**src/rtl/mux_out_drain_ctrl.sv**
```systemverilog
// ---------------------------------------------------------------------------
// mux_out_drain_ctrl
//
// Drains all 16 memory banks to a streaming output port once a transform
// has completed. For every bank address it issues one common bank read, then
// steps the 16:1 output mux select through 0..15, so the stream carries the
// words in the order k = addr*16 + bank. The next address is prefetched in
// the same cycle that the last bank word of the current address is accepted,
// so consecutive addresses stream back-to-back with no bubble cycles.
//
// Handshake: a word transfers ("fires") on a rising edge where out_valid and
// out_ready are both 1. While out_valid=1 and out_ready=0 the controller holds
// sel_out and out_last, and it does not pulse rd_en, so the bank output Q and
// the mux output stay stable until the word is accepted.
//
// Ports
//   clk            in   clock, all state updates on the rising edge
//   rst            in   synchronous active-high reset (aborts a drain, no done)
//   start          in   pulse to begin a drain; only honoured in IDLE
//   cfg_last_addr  in   last bank address to drain, latched with start
//   rd_en          out  common bank read enable (Q valid next cycle)
//   rd_addr        out  bank read address, meaningful when rd_en=1
//   sel_out        out  select for the 16:1 output mux
//   out_valid      out  mux output holds a valid word
//   out_ready      in   downstream accepts the current word
//   out_last       out  current word is the final word of the drain
//   busy           out  drain in progress (FETCH, STREAM, DONE)
//   done           out  one-cycle pulse after the final word is accepted
// ---------------------------------------------------------------------------
module mux_out_drain_ctrl #(
  parameter int ADDR_W = 4,
  parameter int SEL_W  = 4
) (
  input  logic              clk,
  input  logic              rst,
  input  logic              start,
  input  logic [ADDR_W-1:0] cfg_last_addr,
  output logic              rd_en,
  output logic [ADDR_W-1:0] rd_addr,
  output logic [SEL_W-1:0]  sel_out,
  output logic              out_valid,
  input  logic              out_ready,
  output logic              out_last,
  output logic              busy,
  output logic              done
);

  typedef enum logic [1:0] {
    S_IDLE   = 2'd0,
    S_FETCH  = 2'd1,
    S_STREAM = 2'd2,
    S_DONE   = 2'd3
  } state_t;

  localparam logic [SEL_W-1:0] SEL_MAX = '1;

  state_t            state, state_nxt;
  logic [ADDR_W-1:0] addr_q, addr_nxt;
  logic [SEL_W-1:0]  sel_q, sel_nxt;
  logic [ADDR_W-1:0] last_q, last_nxt;

  logic fire;
  logic at_last_addr;
  logic at_last_sel;

  assign fire         = out_valid & out_ready;
  assign at_last_addr = (addr_q == last_q);
  assign at_last_sel  = (sel_q == SEL_MAX);

  always_ff @(posedge clk) begin
    if (rst) begin
      state  <= S_IDLE;
      addr_q <= '0;
      sel_q  <= '0;
      last_q <= '0;
    end else begin
      state  <= state_nxt;
      addr_q <= addr_nxt;
      sel_q  <= sel_nxt;
      last_q <= last_nxt;
    end
  end

  always_comb begin
    state_nxt = state;
    addr_nxt  = addr_q;
    sel_nxt   = sel_q;
    last_nxt  = last_q;
    rd_en     = 1'b0;
    rd_addr   = '0;
    sel_out   = '0;
    out_valid = 1'b0;
    out_last  = 1'b0;
    busy      = 1'b0;
    done      = 1'b0;

    unique case (state)
      S_IDLE: begin
        if (start) begin
          last_nxt  = cfg_last_addr;
          addr_nxt  = '0;
          sel_nxt   = '0;
          state_nxt = S_FETCH;
        end
      end

      S_FETCH: begin
        rd_en     = 1'b1;
        rd_addr   = addr_q;
        busy      = 1'b1;
        state_nxt = S_STREAM;
      end

      S_STREAM: begin
        out_valid = 1'b1;
        busy      = 1'b1;
        sel_out   = sel_q;
        rd_addr   = addr_q;
        out_last  = at_last_addr && at_last_sel;
        // out_valid is 1 here, so fire reduces to out_ready; rd_en is only
        // raised on the accepting edge of bank 15, keeping Q stable under
        // back-pressure.
        if (fire) begin
          if (!at_last_sel) begin
            sel_nxt = sel_q + 1'b1;
          end else if (!at_last_addr) begin
            // Prefetch: the next address is read on the same edge the last
            // bank word is accepted, so its Q arrives for sel 0 next cycle.
            rd_en    = 1'b1;
            rd_addr  = addr_q + 1'b1;
            addr_nxt = addr_q + 1'b1;
            sel_nxt  = '0;
          end else begin
            state_nxt = S_DONE;
          end
        end
      end

      S_DONE: begin
        done      = 1'b1;
        busy      = 1'b1;
        state_nxt = S_IDLE;
      end

      default: begin
        state_nxt = S_IDLE;
      end
    endcase
  end

endmodule

```
**config.mk**
```make
export PLATFORM = sky130hd
export DESIGN_NAME = mux_out_drain_ctrl
export DESIGN_NICKNAME = d
export VERILOG_FILES = /design/src/rtl/mux_out_drain_ctrl.sv
export SDC_FILE = /design/constraint.sdc
export NUM_CORES = 1
export LEC_CHECK = 0
export BUFFER_PORTS_ARGS = -buffer_cell sky130_fd_sc_hd__buf_2
export CORE_MARGIN = 2
export CORE_UTILIZATION = 41
export CTS_CLUSTER_DIAMETER = 60
export CTS_CLUSTER_SIZE = 8
export DETAILED_ROUTE_END_ITERATION = 7
export GPL_ROUTABILITY_DRIVEN = 0
export GPL_TIMING_DRIVEN = 0
export PLACE_DENSITY = 0.68
export SLEW_MARGIN = 0
export SYNTH_ARGS = -nofsm -noshare
export SYNTH_HDL_FRONTEND = slang
export SYNTH_SLANG_ARGS = --single-unit
```
**constraint.sdc**
```tcl
create_clock -name clk -period 4.9 [get_ports clk]
set_input_delay 0.49 -clock clk [delete_from_list [all_inputs] [get_ports clk]]
set_output_delay 0.49 -clock clk [all_outputs]
set_load 0.01 [all_outputs]
```
==> flow_summary.toml <==
[global_routing]
track_usage = 0.1898
grt_pass1_vias = 887
grt_overflow = 0
grt_util_met2 = 0.3069
grt_max_degree = 11
grtUsageMet3 = 0.03333
top_usage_layer = "met2"
antenna_found_initial = 0
use_met1 = 0.2504
grt_pass1_wl_mm = 4.022

[setup_path]
rrSetupSlack_ns = 2.93
reg2regPathDepth = 6
crit_type = "register to output port"
crit_family = "simple AND/OR/NAND/NOR gates"
crit_chain = "ha_1, and3_1, clkbuf_2, nand3_1, or3_1, a31oi_1, buf_2"
path_buf_inv = 2
max_stage_delay_ns = 0.42
end_kind = "output port"
cp.depth = 7
cp_slowest_cell = "or3_1"
critPathMaxFanout = 8
critPathArrivalTime_ns = 2.22
required_ns = 4.41
worst_setup_path_start_kind = "register"

[cts]
root_buffer = "clkbuf_4"
numCtsBuffers = 3
cts_hold_buf = 0
insertion_delay_ns = 0.28
clock-sinks = 14
clk_pin_slew_ns = 0.09
cts_tree = "yes"
h-tree-depth = 1
cts_resized = 0
post_cts_buffers = 0
clock_path_buffers = 2

[outcome]
outcome = "complete, no violations"

[cells_and_area]
fin_nets = 168
syn2layout_area_growth_pct = 16.00
layout_common_cells = "buf_2, nand2_1, dfxtp_1"
drive_above_1_share = 0.2026
final_util = 0.4887
antenna-diode-count = 0
stdcell_area_sq_um = 1189
layout_commonest_cell = "buf_2"

[sta]
rsz0062_at_grt = "no"
report.final.setup_viol = 0
skew_ns = 0.001653
setup-tns-final_ns = 0
hold_viol_final = 0
tightest_slew_ns = 0.4735
slew_headroom = 0.6844
finalCritPeriodShare = 0.5522
drv_slew = 0
max_freq_mhz = 369.6
period_minus_slack_ns = 2.706
fin_ws_ns = 2.194

[detailed_routing]
vias = 1066
drt-total-wl_mm = 2.512
drc = 0
drtPass1Iterations = 4
avgViaCountPerCell = 5.825
wire_per_inst_microns = 13.73
drt-initial-drc-count = 34
antenna_left = 0

[die]
start_util = 0.4213
core-area_sq_um = 2432
die_area_sq_um = 2915
die_w_microns = 54.00
num_rows = 18
die_y_microns = 54.00
pin_count = 21

[logic_synthesis]
syn_area_sq_um = 1025
ys_types = 43
syn_avg_cell_area_sq_um = 7.822
synth_nets = 145
yosysSeqAreaShare = 0.2735
yosysWarningCount = 0
synth_edf_count = 0
synthArstFlopShare = 0
ys.flop_type = "dfxtp_1"
syn_inst = 131
ys_ff_latch = 14

[hold_path]
hold_path_depth = 3
hp-class = "input port to register"

[power_and_ir_drop]
p_leak_nw = 0.5314
vdd_drop_max_v = 0.0001816
power_density_nw_per_um2 = 358.0

[placement]
pre_cts_slack_ns = 2.546
port_buffers = 18
place_area_sq_um = 1152
place_hpwl_mm = 1.836

[run]
cap_viol_max_count = 0
[cells by family (layout without fill, tap and decap cells)]
family	count (synthesis)	count (layout)	share of synthesized area
mux	3	3	0.03053
fa+ha+maj	6	6	0.07326
simple gates	55	55	0.2882
buf+inv	16	38	0.07082
compound gates	33	33	0.2296
flops	14	14	0.2735
xor+xnor	4	4	0.03418
[cell usage after synthesis, drive strengths merged (2+ instances only)]
master,number,share of area
a21oi,6,0.029
a31oi,7,0.043
a32o,3,0.029
and2,4,0.024
and3,5,0.031
buf,3,0.021
clkbuf,7,0.028
dfxtp,14,0.27
ha,6,0.073
inv,6,0.022
mux2i,2,0.020
nand2,15,0.055
nand3,8,0.039
nand4,2,0.012
nor2,5,0.018
nor2b,2,0.012
nor4,5,0.031
o211ai,3,0.022
o21ai,4,0.020
or4,2,0.018
xor2,4,0.034
[flip-flops by register name, summed over array words and instances, names as in the netlist]
name / count
state: 2
last_q: 4
sel_q: 4
addr_q: 4
[per-layer routing]
layer / part of all wire / up-vias
li1: - / 529
met1: 0.47 / 497
met2: 0.46 / 36
met3: 0.059 / 4
met4: 0.0092 / 0
met5: 0 / -
[path summary, 6_finish.rpt]
kind | startpoint | end
worst max-delay path | sel_q[0] | rd_addr[1]
worst min-delay path | cfg_last_addr[3] | last_q[3]
worst max register to register | sel_q[0] | addr_q[0]
worst min register to register | last_q[0] | last_q[0]
[worst min-delay path: cells and delay by family]
kind                   cells  cell delay, ns
and+or+nand+nor            1            0.05
buffers and inverters      1            0.09
AOI/OAI and AO/OA          1            0.05
[final cells by class]
| cell class | count | area [sq um] |
|---|---|---|
| Tap cell | 30 | 37.54 |
| Multi-Input combinational cell | 101 | 671.9 |
| Buffer | 10 | 50.05 |
| Clock buffer | 4 | 36.28 |
| Sequential cell | 14 | 280.3 |
| Timing Repair Buffer | 18 | 90.09 |
| Inverter | 6 | 22.52 |
| Fill cell | 255 | 1244 |
[metrics by stage]
| step | power (mW) | std cells | hold slack (ns) |
|---|---|---|---|
| global placement | 0.3341 | 179 | 0.4610 |
| CTS | 0.4259 | 183 | 0.4425 |
| detailed placement | 0.3384 | 179 | 0.4696 |
| global route | 0.4584 | 183 | 0.4499 |
| floorplan | 0.2883 | 131 | 0.4478 |
| finish | 0.4255 | 183 | 0.4466 |
[report_power, final]
group	internal [mW]	total, mW	switching (mW)
logic	0.0730	0.204	0.131
clock network	0.0452	0.0872	0.0420
registers	0.125	0.135	0.00927
(Power assumes the default switching activity.)
